File: src/rtl/apb_bridge.sv
// apb_bridge: single valid/ready register request to APB4 transfer on one of NSLV slave ports.
// Optional ACCESS-phase watchdog enabled by defining APB_BRIDGE_TIMEOUT_EN.
`ifndef PADDR_SIZE
`define PADDR_SIZE 32
`endif
`ifndef XLEN
`define XLEN 32
`endif

package apb_bridge_pkg;
   typedef struct packed {
      logic                    psel;
      logic                    penable;
      logic [`PADDR_SIZE-1:0]  paddr;
      logic                    pwrite;
      logic [`XLEN-1:0]        pwdata;
      logic [`XLEN/8-1:0]      pstrb;
      logic [2:0]              pprot;
   } ApbReq;

   typedef struct packed {
      logic [`XLEN-1:0] prdata;
      logic             pready;
      logic             pslverr;
   } ApbResp;
endpackage

module apb_bridge
   import apb_bridge_pkg::*;
#(
   parameter int unsigned                           NSLV     = 4,
   parameter logic [NSLV-1:0][`PADDR_SIZE-1:0]      SLV_BASE = {NSLV{`PADDR_SIZE'h0}},
   parameter logic [NSLV-1:0][`PADDR_SIZE-1:0]      SLV_MASK = {NSLV{`PADDR_SIZE'h0}},
   parameter int unsigned                           TIMEOUT  = 256
) (
   input  logic                    clk,
   input  logic                    rst,
   input  logic                    req_valid,
   output logic                    req_ready,
   input  logic [`PADDR_SIZE-1:0]  req_addr,
   input  logic                    req_write,
   input  logic [`XLEN-1:0]        req_wdata,
   input  logic [`XLEN/8-1:0]      req_strb,
   input  logic [2:0]              req_prot,
   output logic                    rsp_valid,
   input  logic                    rsp_ready,
   output logic [`XLEN-1:0]        rsp_rdata,
   output logic                    rsp_err,
   output ApbReq [NSLV-1:0]        apb_req,
   input  ApbResp [NSLV-1:0]       apb_resp
);

   typedef enum logic [1:0] {IDLE, SETUP, ACCESS, RESP} state_t;

   localparam int unsigned IW = (NSLV > 1) ? $clog2(NSLV) : 1;

   state_t                  r_state;
   logic [IW-1:0]           r_sel;
   logic                    r_req_ready;
   logic                    r_rsp_valid;
   logic                    r_rsp_err;
   logic [`XLEN-1:0]        r_rsp_rdata;
   logic [NSLV-1:0]         r_psel;
   logic                    r_penable;
   logic [`PADDR_SIZE-1:0]  r_paddr;
   logic                    r_pwrite;
   logic [`XLEN-1:0]        r_pwdata;
   logic [`XLEN/8-1:0]      r_pstrb;
   logic [2:0]              r_pprot;

   logic                    w_hit;
   logic [IW-1:0]           w_hit_idx;
   ApbResp                  w_sel_resp;
   logic                    w_tmo;
   logic                    w_done;

   // Ascending scan with a found flag gives the lowest matching index priority.
   always_comb begin
      w_hit     = 1'b0;
      w_hit_idx = '0;
      for (int unsigned i = 0; i < NSLV; i++) begin
         if (!w_hit && ((req_addr & SLV_MASK[i]) == SLV_BASE[i])) begin
            w_hit     = 1'b1;
            w_hit_idx = IW'(i);
         end
      end
   end

   assign w_sel_resp = apb_resp[r_sel];

`ifdef APB_BRIDGE_TIMEOUT_EN
   localparam int unsigned         CW      = $clog2(TIMEOUT + 1);
   localparam logic [CW-1:0]       TO_LAST = CW'(TIMEOUT - 1);

   logic [CW-1:0] r_cnt;

   // Abort on the edge where the wait count would reach TIMEOUT; pready in that cycle still wins.
   assign w_tmo = (r_state == ACCESS) && !w_sel_resp.pready && (r_cnt == TO_LAST);

   always_ff @(posedge clk or negedge rst) begin
      if (!rst) begin
         r_cnt <= '0;
      end else if (r_state == SETUP) begin
         r_cnt <= '0;
      end else if (r_state == ACCESS && !w_sel_resp.pready && !w_tmo) begin
         r_cnt <= r_cnt + 1'b1;
      end
   end
`else
   logic w_unused_timeout;
   assign w_unused_timeout = ^TIMEOUT;
   assign w_tmo            = 1'b0;
`endif

   assign w_done = (r_state == ACCESS) && (w_sel_resp.pready || w_tmo);

   always_ff @(posedge clk or negedge rst) begin
      if (!rst) begin
         r_state     <= IDLE;
         r_sel       <= '0;
         r_req_ready <= 1'b0;
         r_rsp_valid <= 1'b0;
         r_rsp_err   <= 1'b0;
         r_rsp_rdata <= '0;
         r_psel      <= '0;
         r_penable   <= 1'b0;
         r_paddr     <= '0;
         r_pwrite    <= 1'b0;
         r_pwdata    <= '0;
         r_pstrb     <= '0;
         r_pprot     <= '0;
      end else begin
         case (r_state)
            IDLE: begin
               r_req_ready <= 1'b1;
               if (req_valid && r_req_ready) begin
                  r_req_ready <= 1'b0;
                  if (w_hit) begin
                     r_state  <= SETUP;
                     r_sel    <= w_hit_idx;
                     r_psel   <= NSLV'(1) << w_hit_idx;
                     r_paddr  <= req_addr;
                     r_pwrite <= req_write;
                     r_pwdata <= req_wdata;
                     r_pstrb  <= req_write ? req_strb : '0;
                     r_pprot  <= req_prot;
                  end else begin
                     r_state     <= RESP;
                     r_rsp_valid <= 1'b1;
                     r_rsp_err   <= 1'b1;
                     r_rsp_rdata <= '0;
                  end
               end
            end
            SETUP: begin
               r_penable <= 1'b1;
               r_state   <= ACCESS;
            end
            ACCESS: begin
               if (w_done) begin
                  r_state     <= RESP;
                  r_rsp_valid <= 1'b1;
                  r_rsp_err   <= w_sel_resp.pready ? w_sel_resp.pslverr : 1'b1;
                  r_rsp_rdata <= (w_sel_resp.pready && !r_pwrite) ? w_sel_resp.prdata : '0;
                  r_psel      <= '0;
                  r_penable   <= 1'b0;
                  r_paddr     <= '0;
                  r_pwrite    <= 1'b0;
                  r_pwdata    <= '0;
                  r_pstrb     <= '0;
                  r_pprot     <= '0;
               end
            end
            RESP: begin
               if (rsp_ready) begin
                  r_rsp_valid <= 1'b0;
                  r_req_ready <= 1'b1;
                  r_state     <= IDLE;
               end
            end
            default: r_state <= IDLE;
         endcase
      end
   end

   always_comb begin
      for (int unsigned i = 0; i < NSLV; i++) begin
         apb_req[i].psel    = r_psel[i];
         apb_req[i].penable = r_penable & r_psel[i];
         apb_req[i].paddr   = r_paddr;
         apb_req[i].pwrite  = r_pwrite;
         apb_req[i].pwdata  = r_pwdata;
         apb_req[i].pstrb   = r_pstrb;
         apb_req[i].pprot   = r_pprot;
      end
   end

   assign req_ready = r_req_ready;
   assign rsp_valid = r_rsp_valid;
   assign rsp_rdata = r_rsp_rdata;
   assign rsp_err   = r_rsp_err;

endmodule

File: config.mk
export PLATFORM = sky130hd
export DESIGN_NAME = apb_bridge
export DESIGN_NICKNAME = d
export VERILOG_FILES = /design/src/rtl/apb_bridge.sv
export SDC_FILE = /design/constraint.sdc
export NUM_CORES = 1
export LEC_CHECK = 0
export BUFFER_PORTS_ARGS = -buffer_cell sky130_fd_sc_hd__buf_2
export CAP_MARGIN = 5
export CORE_AREA = 5 5 207 209
export CTS_CLUSTER_DIAMETER = 40
export DETAILED_ROUTE_END_ITERATION = 8
export DIE_AREA = 0 0 212 214
export SLEW_MARGIN = 10
export SYNTH_ARGS = -nofsm -noshare
export SYNTH_HDL_FRONTEND = slang
export SYNTH_SLANG_ARGS = --single-unit
export TNS_END_PERCENT = 20
File: constraint.sdc
create_clock -name clk -period 2.7 [get_ports clk]
set_input_delay 0.135 -clock clk [delete_from_list [all_inputs] [get_ports clk]]
set_output_delay 0.135 -clock clk [all_outputs]
set_load 0.01 [all_outputs]
## Word-level counts from Yosys, hierarchy flattened

Index checks and enable logic that the tools add are counted.

| operators by class | value |
|---|---|
| add/sub/neg operators | 0 |
| multipliers | 0 |
| div/mod/pow operators | 0 |
| order comparisons | 0 |
| eq/ne operators | 6 |
| shifts and indexed selects | 0 |
| multiplexer cells | 30 |
| bitwise operators | 4 |
| reduce and logical (&&, ||, !) cells | 15 |

Operator list:

| operator | number |
|---|---|
| 32-bit 2-to-1 mux | 4 |
| 32-bit case mux with 2 select lines | 2 |
| 4-bit 2-to-1 mux | 4 |
| 4-bit case mux with 2 select lines | 2 |
| 3-bit AND reduction | 3 |
| 1-bit case mux with 2 select lines | 4 |
| 2-bit case mux with 4 select lines | 1 |
| 2-bit nonzero test | 4 |
| 1-bit 2-to-1 mux | 7 |
| 2-bit 2-to-1 mux | 3 |
| 3-bit 2-to-1 mux | 2 |
| 2-bit inequality test (second input constant) | 3 |
| 3-bit case mux with 2 select lines | 1 |
| 2-bit AND reduction | 3 |
| 1-bit AND | 4 |
| 2-bit equality test (second input constant) | 2 |
| 1-bit logical AND | 3 |
| 2-bit by 1-bit equality test with 1-bit output (second input constant) | 1 |
| 2-bit logical NOT | 1 |
| 1-bit logical NOT | 1 |

| word-level totals | value |
|---|---|
| register bits after elaboration | 114 |
| bits in latches | 0 |
| memory bits (writable) | 0 |
| ROM bits | 0 |
| output and inout port bits | 331 |
| word-level logic and storage cells | 67 |
| memories | 0 |

## Logic depth before layout (Yosys ltp)

| depth | value |
|---|---|
| depth in word-level cells | 4 |
| mapped depth | 7 |
| mapped depth without buffers | 5 |

## Worst setup path after synthesis

Ideal clock, no wire load.

| path | value |
|---|---|
| path type | reg-to-reg |
| from | register r_state[0] |
| to | register r_paddr[18] |
| setup time | 125 ps |
| arrival time | 1832 ps |
| required time | 2575 ps |
| slack | 743 ps |
| cell stages (with the launch flop) | 7 |
| period minus slack after synthesis | 1957 ps |
| path through | dfrtp_1 > inv_1 > ha_1 > a21boi_1 > nor3_4 > buf_6 > mux2_4 |

| between the ends | value |
|---|---|
| word-level cells in the longest chain between the ends | 4 |

RTL lines:

| item | RTL line | RTL |
|---|---|---|
| from (decl) | 57 | `state_t r_state;` |
| from (signal assigned) | 119 | `r_state <= IDLE;` |
| from (signal assigned) | 139 | `r_state <= SETUP;` |
| from (signal assigned) | 148 | `r_state <= RESP;` |
| 2-bit equality test | 115, 133 |  |
| 1-bit logical AND | 115 | `assign w_done = (r_state == ACCESS) && (w_sel_resp.pready \|\| w_tmo);` |
| 2-bit inequality test (no line) | - |  |
| 3-bit AND reduction (no line) | - |  |
| to (signal assigned) | 142 | `r_paddr <= req_addr;` |
| to (decl) | 65 | `` logic [`PADDR_SIZE-1:0] r_paddr; `` |

Parallel ways exist; a longest one is shown, timed or not.
A chain may end at the register's enable or synchronous reset.

## Worst setup path in the final report

| path | value |
|---|---|
| from | register r_state[0] |
| to | register r_pwdata[11] |

| between the ends | value |
|---|---|
| word-level cells in the longest chain between the ends | 4 |

RTL lines:

| item | RTL line | RTL |
|---|---|---|
| 2-bit equality test | 115, 133 |  |
| 1-bit logical AND | 115 |  |
| 2-bit inequality test (no line) | - |  |
| 3-bit AND reduction (no line) | - |  |
| to (signal assigned) | 144 | `r_pwdata <= req_wdata;` |
| to (decl) | 67 | `` logic [`XLEN-1:0] r_pwdata; `` |

Parallel ways exist; a longest one is shown, timed or not.

==> flow_metrics.env <==
export IMPL_cts_tree="built"
export IMPL_synth_top_area_frac=0.419
export IMPL_final_cell_area_um2=8360
export IMPL_syn_area_per_cell_um2=10.4
export IMPL_fin_tns_setup_ns=0
export IMPL_dr_pass1_iters=6
export IMPL_postPlaceCellArea_um2=7790
export IMPL_fp_coreArea_um2=40600
export IMPL_clkTransAtPathRegs_ns=0.07
export IMPL_fillers=4426
export IMPL_leakage_nw=4.40
export IMPL_synth_area_leaders="dfrtp_1 42%, buf_4 25%, mux2_2 9.0%, nor2b_1 6.8%, nand2b_1 3.0%"
export IMPL_first_iter_violations=87
export IMPL_portBuffers=434
export IMPL_min_path_type="in2reg"
export IMPL_die_area_um2=45400
export IMPL_post_cts_setup_buffers=0
export IMPL_start_util=0.163
export IMPL_synth_distinct_cells=26
export IMPL_power_density_nw_per_um2=1300
export IMPL_htreeDepth=3
export IMPL_grt_pass1_wl_um=27600
export IMPL_synth_enable_flop_cells=0
export IMPL_wl_per_cell_um=12.9
export IMPL_cap_violations=0
export IMPL_hpwlAfterDp_um=14100
export IMPL_yosys_register_bits=111
export IMPL_cts_root_buf="clkbuf_16"
export IMPL_crit_path_end_kind="register"
export IMPL_hold_buffers=27
export IMPL_numCtsBuffers=9
export IMPL_rsz0062_at_grt="false"
export IMPL_synth_ff_type="dfrtp_1"
export IMPL_finalClockSkew_ns=0.00997
export IMPL_nNetsFinal=1097
export IMPL_ys_seq_area_frac=0.419
export IMPL_drtAntennaViolNets=0
export IMPL_synthCells=641
export IMPL_gp_routability_congestion=0.709
export IMPL_yosys_warnings=0
export IMPL_clk_latency_ns=0.37
export IMPL_placementRows=74
export IMPL_slew_limit_headroom=0.367
export IMPL_final_hold_viol_count=0
export IMPL_async_flop_share=1.00
export IMPL_via_count=4797
export IMPL_layout_drive_gt1_share=0.589
export IMPL_slew_violations=0
export IMPL_fin_crit_sh=0.850
export IMPL_rrSetupSlack_ns=0.40
export IMPL_grt_pass1_vias=4934
export IMPL_synth_top_area_cell="dfrtp_1"
export IMPL_cp_required_ns=2.95
export IMPL_die_h_um=214
export IMPL_viasPerCell=3.38
export IMPL_start_kind="register"
export IMPL_antenna_found_initial=4
export IMPL_arrival_ns=2.55
export IMPL_status="finished clean"
export IMPL_synth_area_um2=6640
export IMPL_synthTopCellsByCount="223 x buf_4, 111 x dfrtp_1, 72 x nor2b_1"
export IMPL_drt_wl_total_um=18200
export IMPL_grt_max_degree=72
export IMPL_p_total_mw=10.9
export IMPL_area_growth_pct=26.0
export IMPL_cts_repair_resized=0
export IMPL_path_class="reg2reg"
export IMPL_min_period_ns=2.30
export IMPL_tightestPinTransition_ns=0.950
export IMPL_pin_count=543
export IMPL_grt_use_total=0.0771
export IMPL_crit_fanout=71
export IMPL_multi_input_area_um2=2040
export IMPL_clk_path_buf_depth=2
export IMPL_holdWs_ns=0.0320
export IMPL_final_seq_area_um2=2780
export IMPL_maxClockFrequency_mhz=436
export IMPL_drc=0
export IMPL_peakVddDrop_uv=523
export IMPL_die_w_um=212
export IMPL_cts_sinks=111
export IMPL_finalSetupViolations=0
export IMPL_yosysMostFrequentCell="buf_4"
export IMPL_grt_overflow=0
==> cells by family (layout without fill, tap and decap cells) <==
logic type,after synthesis,count (layout),share of synthesized area
other,1,8,0.000565
AND/OR/NAND/NOR,149,149,0.127
adder cells (fa/ha/maj),6,6,0.0113
flip-flops,111,111,0.419
AO/OA/AOI/OAI,42,42,0.0326
buffers and inverters,256,494,0.279
multiplexers,76,76,0.131
==> report_power, final <==
part / total (mW) / internal, mW / leakage [nW] / switching (mW)
sequential: 3.30 / 2.45 / 1.38 / 0.854
combinational: 6.22 / 2.95 / 2.88 / 3.27
clock: 1.36 / 0.703 / 0.141 / 0.652
==> final cells by class <==
type / instances / share of cell area
repair buffers: 470 / 0.305
clock inverters: 4 / 0.00344
flip-flops and latches: 111 / 0.332
diodes: 2 / 0.000598
clock buffers: 12 / 0.0319
well taps: 532 / 0.0796
multi-input cells: 279 / 0.244
inverters: 8 / 0.00359
==> critical path: stages, from the launching register on <==
cell	delay (ns)
dfrtp_1	0.43
inv_1	0.14
ha_1	0.26
a21boi_1	0.19
nor3_4	0.31
buf_12	0.38
mux2_2	0.40
==> final timing paths <==
path | start | end | cells after the start
max | r_state[0] | r_pwdata[11] | 6
min | apb_resp[21] | rsp_rdata[19] | 3
max reg2reg | r_state[0] | r_pwdata[11] | 6
min reg2reg | rsp_rdata[25] | rsp_rdata[25] | 2
max in group asynchronous | rst | rsp_rdata[11] | 3
min in group asynchronous | rst | r_pwdata[21] | 2
==> per-layer routing <==
layer,GRT usage,vias to the layer above,part of all wire
li1,-,2288,-
met1,0.0811,2222,0.36
met2,0.140,261,0.51
met3,0.0285,22,0.11
met4,0.0273,4,0.019
met5,0,-,0.0015
==> cell usage in the layout (no fill, tap or decap), drive strengths merged <==
cell type    Yosys  final
a21boi           1      1
a21oi            1      1
a31oi            1      1
and2             1      1
buf            232    443
clkbuf          16     12
clkinv           0      2
clkinvlp         0      2
conb             1      6
dfrtp          111    111
diode            0      2
dlygate4sd3      0     27
ha               6      6
inv              8      8
mux2            70     70
mux2i            6      6
nand2           40     40
nand2b          32     32
nor2             1      1
nor2b           72     72
nor3             2      2
o21a             1      1
o21ai           38     38
or4              1      1
==> sequential cells by signal (all words and copies together), names as in the netlist, 2 cells and up <==
register / flops
r_paddr: 32
r_pwdata: 32
rsp_rdata: 32
r_pstrb: 4
r_pprot: 3
r_state: 2
==> stage by stage <==
step,util,setup slack [ns],cells
2_1_floorplan,-,0.743,646
5_1_grt,0.206,0.247,1417
3_3_place_gp,0.192,0.438,1373
3_5_place_dp,0.192,0.388,1373
6_report,0.206,0.404,1418
4_1_cts,0.206,0.354,1416
(Power assumes the default switching activity.)
